$ cat config.mk
export PLATFORM = sky130hd
export DESIGN_NAME = shift_add_multiplier
export DESIGN_NICKNAME = d
export VERILOG_FILES = /design/src/rtl/shift_add_multiplier.sv
export SDC_FILE = /design/constraint.sdc
export NUM_CORES = 1
export LEC_CHECK = 0
export ABC_AREA = 1
export BUFFER_PORTS_ARGS = -buffer_cell sky130_fd_sc_hd__buf_2
export CAP_MARGIN = 20
export CORE_ASPECT_RATIO = 1.4
export CORE_MARGIN = 10
export CORE_UTILIZATION = 35
export DETAILED_ROUTE_END_ITERATION = 7
export GPL_TIMING_DRIVEN = 1
export HOLD_SLACK_MARGIN = 0.02
export PLACE_DENSITY_LB_ADDON = 0.08
export SETUP_SLACK_MARGIN = 0.15
export SLEW_MARGIN = 15
export SYNTH_ARGS = -nofsm -noshare
export SYNTH_HDL_FRONTEND = slang
export SYNTH_SLANG_ARGS = --single-unit
$ cat constraint.sdc
create_clock -name clk -period 2.1 [get_ports clk]
set_input_delay 0.63 -clock clk [delete_from_list [all_inputs] [get_ports clk]]
set_output_delay 0.63 -clock clk [all_outputs]
set_load 0.03 [all_outputs]
$ cat src/rtl/shift_add_multiplier.sv
// ---------------------------------------------------------------------------
// shift_add_multiplier
//
// Purpose:
//    Sequential unsigned multiplier that uses the shift-and-add method.
//    Each cycle in RUN it takes one multiplier bit, LSB first. If that bit
//    is 1, the left-shifted multiplicand is added into an accumulator.
//    The product is registered on the last RUN edge. done pulses for one
//    cycle (DONE state), and then the block returns to IDLE.
//
// Parameters:
//    NBits         product width. Each operand is NBits/2 wide.
//                  NBits must be even and >= 4.
//
// Ports:
//    clk           single clock; all state changes on its rising edge
//    reset         asynchronous active-low reset
//    start         begin a multiplication (sampled only while ready=1)
//    multiplicand  unsigned operand A, NBits/2 bits
//    multiplier    unsigned operand B, NBits/2 bits
//    product       registered A*B, NBits bits (held until next result)
//    ready         high in IDLE only
//    done          one-cycle pulse while the new product is valid
//
// Configuration macro:
//    EARLY_EXIT_EN  when defined, RUN ends as soon as the remaining
//                   multiplier bits are all zero. Undefined (default):
//                   RUN always takes exactly NBits/2 cycles.
// ---------------------------------------------------------------------------
module shift_add_multiplier #(
   parameter int NBits = 16
) (
   input  logic                 clk,
   input  logic                 reset,
   input  logic                 start,
   input  logic [NBits/2-1:0]   multiplicand,
   input  logic [NBits/2-1:0]   multiplier,
   output logic [NBits-1:0]     product,
   output logic                 ready,
   output logic                 done
);

   localparam int W  = NBits / 2;
   // The count only has to reach W-1, and W >= 2, so clog2(W) bits suffice.
   localparam int CW = (W > 1) ? $clog2(W) : 1;

   typedef enum logic [1:0] {
      IDLE = 2'd0,
      RUN  = 2'd1,
      DONE = 2'd2
   } state_t;

   state_t              state_reg, state_next;
   logic [NBits-1:0]    acc_reg;
   logic [NBits-1:0]    mcand_reg;
   logic [NBits-1:0]    product_reg;
   logic [W-1:0]        mplier_reg;
   logic [CW-1:0]       count_reg;

   logic [NBits-1:0]    acc_sum;
   logic [W-1:0]        mplier_shift;
   logic                last_edge;

   // Accumulator value after this edge's conditional add. The addition
   // wraps modulo 2^NBits; the true product always fits, so no carry-out.
   always_comb begin
      acc_sum      = acc_reg;
      if (mplier_reg[0]) begin
         acc_sum = acc_reg + mcand_reg;
      end
      mplier_shift = mplier_reg >> 1;
   end

   // last_edge marks the final RUN edge: the product is captured there.
`ifdef EARLY_EXIT_EN
   // Stop early once no multiplier bits remain to be consumed.
   always_comb begin
      last_edge = (count_reg == CW'(W - 1)) || (mplier_shift == '0);
   end
`else
   always_comb begin
      last_edge = (count_reg == CW'(W - 1));
   end
`endif

   // Next-state logic
   always_comb begin
      state_next = state_reg;
      case (state_reg)
         IDLE: begin
            if (start) begin
               state_next = RUN;
            end
         end
         RUN: begin
            if (last_edge) begin
               state_next = DONE;
            end
         end
         DONE: begin
            state_next = IDLE;
         end
         default: begin
            state_next = IDLE;
         end
      endcase
   end

   // State register
   always_ff @(posedge clk or negedge reset) begin
      if (!reset) begin
         state_reg <= IDLE;
      end else begin
         state_reg <= state_next;
      end
   end

   // Datapath registers
   always_ff @(posedge clk or negedge reset) begin
      if (!reset) begin
         acc_reg     <= '0;
         mcand_reg   <= '0;
         mplier_reg  <= '0;
         count_reg   <= '0;
         product_reg <= '0;
      end else begin
         case (state_reg)
            IDLE: begin
               if (start) begin
                  // The operands are captured here. Later changes on the
                  // input pins have no effect on this operation.
                  acc_reg    <= '0;
                  mcand_reg  <= {{W{1'b0}}, multiplicand};
                  mplier_reg <= multiplier;
                  count_reg  <= '0;
               end
            end
            RUN: begin
               acc_reg    <= acc_sum;
               mcand_reg  <= mcand_reg << 1;
               mplier_reg <= mplier_shift;
               count_reg  <= count_reg + CW'(1);
               if (last_edge) begin
                  product_reg <= acc_sum;
               end
            end
            default: begin
               // DONE: all registers hold their values.
            end
         endcase
      end
   end

   assign product = product_reg;
   assign ready   = (state_reg == IDLE);
   assign done    = (state_reg == DONE);

endmodule

# After elaboration in Yosys (flattened, before gate mapping)

Cells that the tools add are included.
W data, S select, Z words.

Flip-flop bits (word level): 61
Input port bits: 19
Output and inout port bits: 18
Logic and storage cells: 30

Add/subtract/negate cells: 2
Equality and inequality tests: 5
Mux-type cells: 12
Reductions and logical operators: 5

Operator list:

| cell                  | number |
|---|---|
| $pmux W16 S2          | 2 |
| $mux W16              | 3 |
| $add A16 B16 Y16      | 1 |
| $pmux W8 S2           | 1 |
| $mux W8               | 1 |
| $pmux W3 S2           | 1 |
| $reduce_and A2 Y1     | 3 |
| $mux W2               | 2 |
| $ne A2 B2 Y1 const B  | 2 |
| $pmux W2 S2           | 1 |
| $add A3 B1 Y3 const B | 1 |
| $eq A3 B3 Y1 const B  | 1 |
| $mux W3               | 1 |
| $eq A2 B1 Y1 const B  | 1 |
| $eq A2 B2 Y1 const B  | 1 |
| $logic_not A2 Y1      | 1 |
| $reduce_bool A2 Y1    | 1 |

# Longest topological paths before layout

Word-level depth: 3
Mapped depth: 12

# Worst setup path after synthesis

Ideal clock, no wire load.

Kind: register to register
From: reg acc_reg[0]
To: reg acc_reg[8]
Setup time: 0.118 ns
Arrival: 1.649 ns
Required time: 1.982 ns
Path slack: 0.333 ns
Stages on the path, launching flop included: 12
Period minus slack after synthesis: 1.767 ns
Cells stage by stage: dfrtp_1 -> ha_1 -> fa_1 -> nand2_1 -> nand2_1 -> and2_1 -> nand2_1 -> nand2_1 -> xnor2_1 -> nand2_1 -> nand3_1 -> nand2_1

Cells in the longest elaborated chain, start to end: 3

RTL lines:

| what                   | line | RTL |
|---|---|---|
| from (decl)            | 54   | `logic [NBits-1:0] acc_reg;` |
| from (signal assigned) | 139  | `acc_reg <= acc_sum;` |
| $add A16 B16 Y16       | 69   | `acc_sum = acc_reg + mcand_reg;` |
| $mux W16               | 68   | `if (mplier_reg[0]) begin` |
| $pmux W16 S2           | 127  | `case (state_reg)` |

Every way passes these cells.
A chain may end at the register's enable or synchronous reset.

# Worst setup path in the final report

From: reg state_reg[0]
To: out ready

Cells in the longest elaborated chain, start to end: 1

RTL lines:

| what                   | line | RTL |
|---|---|---|
| from (decl)            | 53   | `state_t state_reg, state_next;` |
| from (signal assigned) | 114  | `state_reg <= state_next;` |
| $logic_not A2 Y1       | 155  | `assign ready = (state_reg == IDLE);` |
| to (decl)              | 39   | `output logic ready,` |

Every way passes these cells.

==> reports/metrics.yaml <==
status: "completed"
layout_commonest_cell: "nand2_1"
routed_wl_mm: 9.49
fin_worst_skew_ps: 5.03
switchingPower_w: 0.00406
fin_crit_sh_pct: 88.6
grt-ovfl-total: 0
p_per_area_mw_per_mm2: 1990
clk_pin_slew_ps: 50
end_kind: "output pin"
grt_max_degree: 62
p_leak_nw: 2.22
drt.antenna.violating_nets: 0
nFillCells: 1066
globalRouteTotalUtil_pct: 13.5
final_cell_mix: "nand2_1, inv_1, dfrtp_1"
ys_types: 33
slew_violations: 0
rr_worst_depth: 11
area_growth_pct: 22.1
drt_iter0_drc: 127
cts_max_level: 3
wl_per_cell_um: 14.7
io_buffers: 36
start_util_pct: 35.8
pwr-share-comb_pct: 56.2
switching_share_pct: 47.1
critical_path_class: "register to output pin"
synthCells: 464
max_slew_margin_pct: 60.2
antenna_found_initial: 0
syn_nets: 501
row_count: 43
placed_area_mm2: 0.00386
setup_viol: 0
worstPathArrival_ps: 1230
dp_hpwl_mm: 6.86
core_area_mm2: 0.00990
crit_required_ps: 1470
dr.pass1.iters: 4
vias: 3044
synth_seq_cells: 61
num_antenna_cells: 0
numCtsBuffers: 9
clkSinkCount: 61
cts.path.max_buffers: 2
setup_tns_ps: 0
dieArea_mm2: 0.0146
critical_path.reg2reg.endpoint: "product[8]"
postLayoutCoreUtil_pct: 43.7
hp-class: "input pin to asynchronous set/reset pin"
critPathLaunchType: "register"
vias_per_cell: 4.71
syn_area_per_cell_um2: 7.64
cts_tree: "built"
min_period_ps: 1860
drive_above_1_share_pct: 21.3
sequentialPowerShare_pct: 26.5
r2r_start: "acc_reg[0]"
cts-root-buf: "clkbuf_16"
final_hold_viol_count: 0
grt_pass1_wl_mm: 16.0
die_h_um: 139
grt_pass1_vias: 3173
post-route-drc-count: 0
place_congestion: 0.887
r2r_slack_ps: 270
die_w_um: 105
syn_area_mm2: 0.00354
tightest_slew_ps: 597
max_freq_ghz: 0.537
clock_latency_ps: 330
peakVddDrop_mv: 0.862
crit_path_max_fanout: 10
pin_count: 37
maxCapViolCount: 0
clkPwrFrac_pct: 17.3
fin_nets: 543
internal_power_w: 0.00455
rsz0062_at_grt: "no"
synth-seq-area-share_pct: 43.1
yosysWarningCount: 0
fin_area_mm2: 0.00433
[how the worst max path moves through the flow]
| stage | from | to | slack [ps] | depth (start not counted) |
|---|---|---|---|---|
| after floorplan | acc_reg[0] | acc_reg[8] | 330 | 11 |
| after global placement | mcand_reg[0] | product[8] | 180 | 11 |
| after detailed placement | acc_reg[0] | product[12] | 150 | 11 |
| after CTS | acc_reg[0] | product[8] | 150 | 11 |
| after global routing | acc_reg[2] | product[13] | 160 | 10 |
| final | state_reg[0] | ready | 240 | 2 |
[worst max-delay path, stage by stage (launching register included)]
cell and delay (ps):
dfrtp_2 510, nor2_4 180, clkbuf_4 210
[synthesized netlist by cell type, drive strengths merged]
cell type | instances | area share, %
a21oi | 14 | 2.1
a22o | 2 | 0.49
a32o | 1 | 0.28
and2 | 1 | 0.18
buf | 12 | 2.6
clkbuf | 3 | 0.32
dfrtp | 61 | 43
fa | 1 | 0.56
ha | 17 | 6.0
inv | 68 | 7.3
nand2 | 142 | 15
nand3 | 39 | 5.5
nand3b | 2 | 0.42
nand4 | 1 | 0.18
nor2 | 22 | 2.9
nor3 | 3 | 0.42
o21ai | 49 | 7.6
o22ai | 12 | 2.1
or2 | 10 | 1.8
xnor2 | 2 | 0.49
xor2 | 2 | 0.49
[cell families after synthesis]
kind of cell	share of synthesized area, %
AND/OR/NAND/NOR	26.6
adder cells (fa/ha/maj)	6.57
buffers and inverters	10.2
flip-flops	43.1
XOR/XNOR	0.989
AO/OA/AOI/OAI	12.5
[per-layer routing]
metal | wire (um) | track usage, %
met1 | 4250 | 15.5
met2 | 4760 | 23.0
met5 | 0 | 0
met4 | 158 | 5.29
met3 | 330 | 3.63
[what timing repair did]
action | in CTS | in global routing
gates resized for setup | 2 | 27
buffers inserted | 0 | 2
hold buffers | 0 | 0
pin swaps | 0 | 3
endpoints found under the setup margin | 2 | 21
[through the flow]
stage / hold WS [ps] / worst slack, ps / std cells / total power, W
after detailed placement: 463 / 147 / 628 / 0.00679
final: 298 / 239 / 646 / 0.00861
after global routing: 317 / 155 / 646 / 0.00947
after global placement: 463 / 183 / 628 / 0.00676
after floorplan: 334 / 333 / 464 / 0.00564
after CTS: 317 / 150 / 644 / 0.00833
[power by group through the flow]
stage / Sequential, W / Combinational (W) / Clock (W)
after CTS: 0.00222 / 0.00458 / 0.00153
after global routing: 0.00238 / 0.00553 / 0.00157
after floorplan: 0.00236 / 0.00328 / 0
after global placement: 0.00222 / 0.00454 / 0
final: 0.00228 / 0.00484 / 0.00149
after detailed placement: 0.00223 / 0.00456 / 0
[final cells by class]
type | instances | area, um2 | area share [%]
Multi-Input combinational cell | 320 | 1810 | 41.7
Sequential cell | 61 | 1530 | 35.3
Timing Repair Buffer | 46 | 270 | 6.25
Inverter | 68 | 260 | 6.02
Clock buffer | 13 | 250 | 5.78
Tap cell | 135 | 169 | 3.90
Clock inverter | 3 | 43.8 | 1.01
No activity file was read; power rests on OpenSTA's default activity.
